File: src/rtl/vga_mem_pkg.sv
// Shared types and default widths for the frame/board RAM port-b arbiter.
package vga_mem_pkg;

  localparam int MEM_ADDR_W = 17;
  localparam int MEM_DATA_W = 32;

  typedef enum logic [1:0] {
    TAG_NONE = 2'd0,
    TAG_DISP = 2'd1,
    TAG_HOST = 2'd2
  } rd_tag_t;

  typedef enum logic {
    ST_NORMAL     = 1'b0,
    ST_FORCE_HOST = 1'b1
  } arb_state_t;

endpackage

File: src/rtl/vga_mem_arbiter_if.sv
// Display and host read channels plus the RAM port-b side of the arbiter.
interface vga_mem_arbiter_if
  import vga_mem_pkg::*;
#(
  parameter int ADDR_W = MEM_ADDR_W,
  parameter int DATA_W = MEM_DATA_W
);
  logic              disp_req;
  logic [ADDR_W-1:0] disp_addr;
  logic              disp_gnt;
  logic              disp_rvalid;
  logic [DATA_W-1:0] disp_rdata;

  logic              host_req;
  logic [ADDR_W-1:0] host_addr;
  logic [3:0]        host_byteena;
  logic              host_gnt;
  logic              host_rvalid;
  logic [DATA_W-1:0] host_rdata;

  logic [ADDR_W-1:0] address_b;
  logic [3:0]        byteena_b;
  logic              rden_b;
  logic [DATA_W-1:0] q_b;

  modport slave (
    input  disp_req, disp_addr, host_req, host_addr, host_byteena, q_b,
    output disp_gnt, disp_rvalid, disp_rdata,
    output host_gnt, host_rvalid, host_rdata,
    output address_b, byteena_b, rden_b
  );

  modport master (
    output disp_req, disp_addr, host_req, host_addr, host_byteena, q_b,
    input  disp_gnt, disp_rvalid, disp_rdata,
    input  host_gnt, host_rvalid, host_rdata,
    input  address_b, byteena_b, rden_b
  );
endinterface

File: src/rtl/rd_tag_pipe.sv
// Read-tag delay line: tags an issued read with its requester until q_b returns.
// Latency RAM_LAT cycles, no backpressure (one tag shifts in every cycle).
module rd_tag_pipe
  import vga_mem_pkg::*;
#(
  parameter int RAM_LAT = 3
) (
  input  logic    clk,
  input  logic    reset,
  input  rd_tag_t tag_in,
  output rd_tag_t tag_out
);

  rd_tag_t stage [RAM_LAT];

  always_ff @(posedge clk or posedge reset) begin
    if (reset) begin
      for (int i = 0; i < RAM_LAT; i++) stage[i] <= TAG_NONE;
    end else begin
      stage[0] <= tag_in;
      for (int i = 1; i < RAM_LAT; i++) stage[i] <= stage[i-1];
    end
  end

  assign tag_out = stage[RAM_LAT-1];

endmodule

File: src/rtl/vga_mem_arbiter.sv
// Port-b read arbiter: display has fixed priority; VGA_ARB_STARVE_GUARD_EN adds a host starvation guard.
// Latency: rden_b one cycle after grant, *_rvalid/*_rdata RD_LAT+2 cycles after grant.
// Backpressure: requests hold until gnt; return path has none, rvalid must be taken when it pulses.
module vga_mem_arbiter
  import vga_mem_pkg::*;
#(
  parameter int ADDR_W   = MEM_ADDR_W,
  parameter int DATA_W   = MEM_DATA_W,
  parameter int RD_LAT   = 2,
  parameter int MAX_WAIT = 16
) (
  input logic              clk,
  input logic              reset,
  vga_mem_arbiter_if.slave bus
);

  if (RD_LAT < 1 || RD_LAT > 4 || MAX_WAIT < 2) begin : g_bad_param
    $error("vga_mem_arbiter: RD_LAT must be 1..4 and MAX_WAIT at least 2");
  end

  logic    force_host;
  logic    disp_gnt;
  logic    host_gnt;
  rd_tag_t tag_in;
  rd_tag_t tag_out;

  assign disp_gnt     = bus.disp_req & ~force_host;
  assign host_gnt     = bus.host_req & (~bus.disp_req | force_host);
  assign bus.disp_gnt = disp_gnt;
  assign bus.host_gnt = host_gnt;

  always_comb begin
    tag_in = TAG_NONE;
    if (disp_gnt)      tag_in = TAG_DISP;
    else if (host_gnt) tag_in = TAG_HOST;
  end

  // address_b/byteena_b keep their last value on idle cycles
  always_ff @(posedge clk or posedge reset) begin
    if (reset) begin
      bus.rden_b    <= 1'b0;
      bus.address_b <= '0;
      bus.byteena_b <= 4'h0;
    end else begin
      bus.rden_b <= disp_gnt | host_gnt;
      if (disp_gnt) begin
        bus.address_b <= bus.disp_addr;
        bus.byteena_b <= 4'hF;
      end else if (host_gnt) begin
        bus.address_b <= bus.host_addr;
        bus.byteena_b <= bus.host_byteena;
      end
    end
  end

  // One extra stage past RD_LAT lines the tag up with q_b for the capture register.
  rd_tag_pipe #(.RAM_LAT(RD_LAT + 1)) u_tag_pipe (
    .clk     (clk),
    .reset   (reset),
    .tag_in  (tag_in),
    .tag_out (tag_out)
  );

  always_ff @(posedge clk or posedge reset) begin
    if (reset) begin
      bus.disp_rvalid <= 1'b0;
      bus.host_rvalid <= 1'b0;
      bus.disp_rdata  <= '0;
      bus.host_rdata  <= '0;
    end else begin
      bus.disp_rvalid <= (tag_out == TAG_DISP);
      bus.host_rvalid <= (tag_out == TAG_HOST);
      if (tag_out == TAG_DISP) bus.disp_rdata <= bus.q_b;
      if (tag_out == TAG_HOST) bus.host_rdata <= bus.q_b;
    end
  end

`ifdef VGA_ARB_STARVE_GUARD_EN
  localparam int CNT_W = $clog2(MAX_WAIT);

  arb_state_t       state;
  logic [CNT_W-1:0] wait_cnt;

  // Entering FORCE_HOST coincides with the counter stepping onto MAX_WAIT-1,
  // so the forced slot lands once every MAX_WAIT cycles under full contention.
  always_ff @(posedge clk or posedge reset) begin
    if (reset) begin
      state    <= ST_NORMAL;
      wait_cnt <= '0;
    end else begin
      case (state)
        ST_NORMAL: begin
          if (bus.host_req && !host_gnt) begin
            wait_cnt <= wait_cnt + 1'b1;
            if (wait_cnt == CNT_W'(MAX_WAIT - 2)) state <= ST_FORCE_HOST;
          end else begin
            wait_cnt <= '0;
          end
        end
        default: begin
          state    <= ST_NORMAL;
          wait_cnt <= '0;
        end
      endcase
    end
  end

  assign force_host = (state == ST_FORCE_HOST);
`else
  assign force_host = 1'b0;
`endif

endmodule

File: src/flat_wrapper.sv
// flat-port wrapper written by rule: the top's interface ports become plain ports
module vga_mem_arbiter_flat import vga_mem_pkg::*;
#(
  parameter int ADDR_W   = MEM_ADDR_W,
  parameter int DATA_W   = MEM_DATA_W,
  parameter int RD_LAT   = 2,
  parameter int MAX_WAIT = 16
)
  (clk, reset, bus_disp_req, bus_disp_addr, bus_host_req, bus_host_addr, bus_host_byteena, bus_q_b, bus_disp_gnt, bus_disp_rvalid, bus_disp_rdata, bus_host_gnt, bus_host_rvalid, bus_host_rdata, bus_address_b, bus_byteena_b, bus_rden_b);
  vga_mem_arbiter_if #(.ADDR_W(ADDR_W), .DATA_W(DATA_W)) bus_i ();
  input logic clk;
  input logic reset;
  input wire logic [$bits(bus_i.disp_req)-1:0] bus_disp_req;
  input wire logic [$bits(bus_i.disp_addr)-1:0] bus_disp_addr;
  input wire logic [$bits(bus_i.host_req)-1:0] bus_host_req;
  input wire logic [$bits(bus_i.host_addr)-1:0] bus_host_addr;
  input wire logic [$bits(bus_i.host_byteena)-1:0] bus_host_byteena;
  input wire logic [$bits(bus_i.q_b)-1:0] bus_q_b;
  output wire logic [$bits(bus_i.disp_gnt)-1:0] bus_disp_gnt;
  output wire logic [$bits(bus_i.disp_rvalid)-1:0] bus_disp_rvalid;
  output wire logic [$bits(bus_i.disp_rdata)-1:0] bus_disp_rdata;
  output wire logic [$bits(bus_i.host_gnt)-1:0] bus_host_gnt;
  output wire logic [$bits(bus_i.host_rvalid)-1:0] bus_host_rvalid;
  output wire logic [$bits(bus_i.host_rdata)-1:0] bus_host_rdata;
  output wire logic [$bits(bus_i.address_b)-1:0] bus_address_b;
  output wire logic [$bits(bus_i.byteena_b)-1:0] bus_byteena_b;
  output wire logic [$bits(bus_i.rden_b)-1:0] bus_rden_b;
  assign bus_i.disp_req = bus_disp_req;
  assign bus_i.disp_addr = bus_disp_addr;
  assign bus_i.host_req = bus_host_req;
  assign bus_i.host_addr = bus_host_addr;
  assign bus_i.host_byteena = bus_host_byteena;
  assign bus_i.q_b = bus_q_b;
  assign bus_disp_gnt = bus_i.disp_gnt;
  assign bus_disp_rvalid = bus_i.disp_rvalid;
  assign bus_disp_rdata = bus_i.disp_rdata;
  assign bus_host_gnt = bus_i.host_gnt;
  assign bus_host_rvalid = bus_i.host_rvalid;
  assign bus_host_rdata = bus_i.host_rdata;
  assign bus_address_b = bus_i.address_b;
  assign bus_byteena_b = bus_i.byteena_b;
  assign bus_rden_b = bus_i.rden_b;
  vga_mem_arbiter #(.ADDR_W(ADDR_W), .DATA_W(DATA_W), .RD_LAT(RD_LAT), .MAX_WAIT(MAX_WAIT)) u_core (.clk(clk), .reset(reset), .bus(bus_i));
endmodule
File: config.mk
export PLATFORM = sky130hd
export DESIGN_NAME = vga_mem_arbiter_flat
export DESIGN_NICKNAME = d
export VERILOG_FILES = /design/src/rtl/vga_mem_pkg.sv /design/src/rtl/vga_mem_arbiter_if.sv /design/src/rtl/rd_tag_pipe.sv /design/src/rtl/vga_mem_arbiter.sv /design/src/flat_wrapper.sv
export SDC_FILE = /design/constraint.sdc
export NUM_CORES = 1
export LEC_CHECK = 0
export BUFFER_PORTS_ARGS = -buffer_cell sky130_fd_sc_hd__clkbuf_2
export CAP_MARGIN = 10
export CELL_PAD_IN_SITES_DETAIL_PLACEMENT = 1
export CELL_PAD_IN_SITES_GLOBAL_PLACEMENT = 1
export CORE_MARGIN = 2
export CORE_UTILIZATION = 38
export DETAILED_ROUTE_END_ITERATION = 8
export PLACE_DENSITY_LB_ADDON = 0.15
export SYNTH_ARGS = -nofsm -noshare
export SYNTH_HDL_FRONTEND = slang
export SYNTH_SLANG_ARGS = --single-unit
File: constraint.sdc
create_clock -name clk -period 3.8 [get_ports clk]
set_input_delay 0.38 -clock clk [delete_from_list [all_inputs] [get_ports clk]]
set_output_delay 0.38 -clock clk [all_outputs]
set_load 0.05 [all_outputs]
==> run summary <==
Status -> finished, final reports clean
Vias -> 2494
Die Wd -> 105 um
Core Area -> 9860 um2
Final GP Congestion -> 0.665
Synth cell count leaders -> dfrtp_1, mux2_4, mux2i_1, nand2_1, o21ai_0
Number of synthesized flops with an enable pin -> 0
Clock Tree Root -> clkbuf_8
R2r endpoint -> u_core.bus.host_rdata[28]
Yosys warning count -> 0
Post-CTS resize count -> 0
Ports -> 164
Final hold slack -> 0.181 ns
Skew-Pair Late Insertion Delay -> 0.35 ns
Dominant cells by area after synthesis -> dfrtp_1, mux2_4, mux2i_1, buf_12, o21ai_0
Post-CTS setup buffer count -> 0
Met2 Track Usage GR -> 24.7%
Die Area -> 11100 um2
CP Data Required Time -> 3.42 ns
Post-DRT Antenna Nets -> 0
Largest fanout on the critical path -> 27
Crit path DAT -> 1.54 ns
Initial DRC count -> 42
CP Capture Type -> primary output
M1 GR Usage -> 21.2%
Nets -> 475
#FFs+latches synth -> 94
Max_slew headroom -> 41.0%
Largest net degree at the start of global routing -> 73
Cell taking the most area after synthesis -> dfrtp_1
First-pass GRT wire length -> 13800 um
Yosys top cell area share -> 60.4%
Die height -> 105 um
Register area share after synthesis -> 60.4%
Cell area after synthesis -> 3900 um2
Distinct cells, synth -> 15
Mapped Cells -> 240
DR WL/cell -> 16.0 um
Drc violations -> 0
VDD IR max -> 197 uV
Number of core rows -> 36
Hold Buf Count CTS -> 0
Pwr Density -> 580 nW/um2
Initial Utilization -> 39.5%
Critical path class -> in -> out
HPWL after DPL -> 6080 um
Cell leakage power -> 2.66 nW
Final Hold Fails -> 0
Post-DR vias/cell -> 4.63
Hold Path Class -> in -> async
Pre-antenna DRT Iters -> 4
Port bufs -> 163
Tot GR Track Use -> 15.9%
Worst r2r src -> u_core.u_tag_pipe.tag_out[0]
Final std cells w/o fill -> 539
Drt total wl -> 8610 um
Cells after DPL -> 523
Final Cycle Share -> 50.6%
Clock transition at path regs -> 0.10 ns
Clock Tree Buf Depth -> 2
Met3 GRT Util -> 4.70%
Worst slew pin tran -> 0.885 ns
TritonCTS clock tree -> yes
Synth-to-layout area growth -> 26.7%
# setup viols final -> 0
Max-Cap Viols -> 0
Fmax -> 520 MHz
N_diodes -> 0
Setup_tns -> 0 ns
Final Max Tran Viols -> 0
Reg2reg setup slack -> 2.00 ns
H-tree Lvls -> 3
Post-synth net total -> 314
Synth async-reset ratio -> 100%
Initial antenna violation count -> 0
CP Launch Type -> primary input
CTS buffer count -> 9
GRT overflow -> 0
RSZ-0062 raised after global routing -> no
Post-layout util -> 50.1%
Fin crit period -> 1.92 ns
Synthesized area per cell -> 16.2 um2
Clock Skews -> 0.0126 ns
Fraction of layout cells with a size suffix above 1 -> 61.6%
CTS Sinks -> 94
Vias in the first global route -> 2655
Most numerous cell in the Yosys netlist -> dfrtp_1
Top Usage Layer GRT -> met2
Ys flop type -> dfrtp_1
Worst R2R Path Depth -> 3
==> how the worst max path moves through the flow <==
stage          cells past startpoint                 endpoint         start  slack, ns
6_report                           3             bus_host_gnt  bus_host_req       1.88
5_1_grt                            3             bus_host_gnt  bus_host_req       1.77
4_1_cts                            3             bus_host_gnt  bus_host_req       1.87
3_5_place_dp                       3             bus_host_gnt  bus_host_req       1.87
3_3_place_gp                       3             bus_host_gnt  bus_host_req       1.90
2_1_floorplan                      1  u_core.bus.address_b[0]         reset       0.97
==> metal layers <==
layer | part of all wire, % | up-vias
met3 | 8.0 | 11
met1 | 44 | 1236
met5 | 0 | -
met2 | 46 | 100
li1 | - | 1147
met4 | 1.3 | 0
==> kinds of logic after synthesis <==
kind of cell | after synthesis | share of synthesized area, %
flops | 94 | 60.4
mux | 81 | 28.4
simple gates | 25 | 2.92
compound gates | 21 | 3.08
buf+inv | 19 | 5.20
==> power by group <==
part	switching [mW]	leakage (nW)	internal [mW]
Combinational	0.644	1.45	0.281
Sequential	0.0783	1.10	1.13
Clock	0.355	0.110	0.373
==> cell type report <==
class	count	area (um2)
Fill cell	1049	4930
Sequential cell	94	2350
Multi-Input combinational cell	127	1350
Timing Repair Buffer	166	838
Tap cell	133	166
Clock buffer	9	124
Clock inverter	7	95.1
Inverter	3	13.8
==> flip-flops by register name, summed over array words and instances, names as in the netlist <==
register / flops
u_core.u_tag_pipe.tag_out: 2
u_core.bus.host_rdata: 32
u_core.u_tag_pipe.stage: 4
u_core.bus.address_b: 17
u_core.bus.host_rvalid: 1
u_core.bus.byteena_b: 4
u_core.bus.disp_rdata: 32
u_core.bus.disp_rvalid: 1
u_core.bus.rden_b: 1
==> placed cells by master (no fill, tap or decap), drive strengths merged, types with 3 or more instances in the layout <==
cell type	synthesis	final
clkbuf	4	172
dfrtp	94	94
mux2	64	64
mux2i	17	17
nand2	17	17
o21ai	17	17
nor2b	5	5
inv	3	5
a211o	4	4
buf	12	3
==> through the flow <==
step / total power, mW / setup WS [ns] / cell area [um2]
CTS: 2.91 / 1.87 / 4940
floorplan: 1.94 / 0.971 / 3900
finish: 2.86 / 1.88 / 4940
global route: 3.00 / 1.77 / 4940
detailed placement: 2.16 / 1.87 / 4720
global placement: 2.15 / 1.90 / 4720
==> critical path, cell delays in order <==
cell and delay, ns:
clkbuf_2 0.58, nor2b_1 0.26, clkbuf_2 0.31
Power figures use the tool's default switching activity.
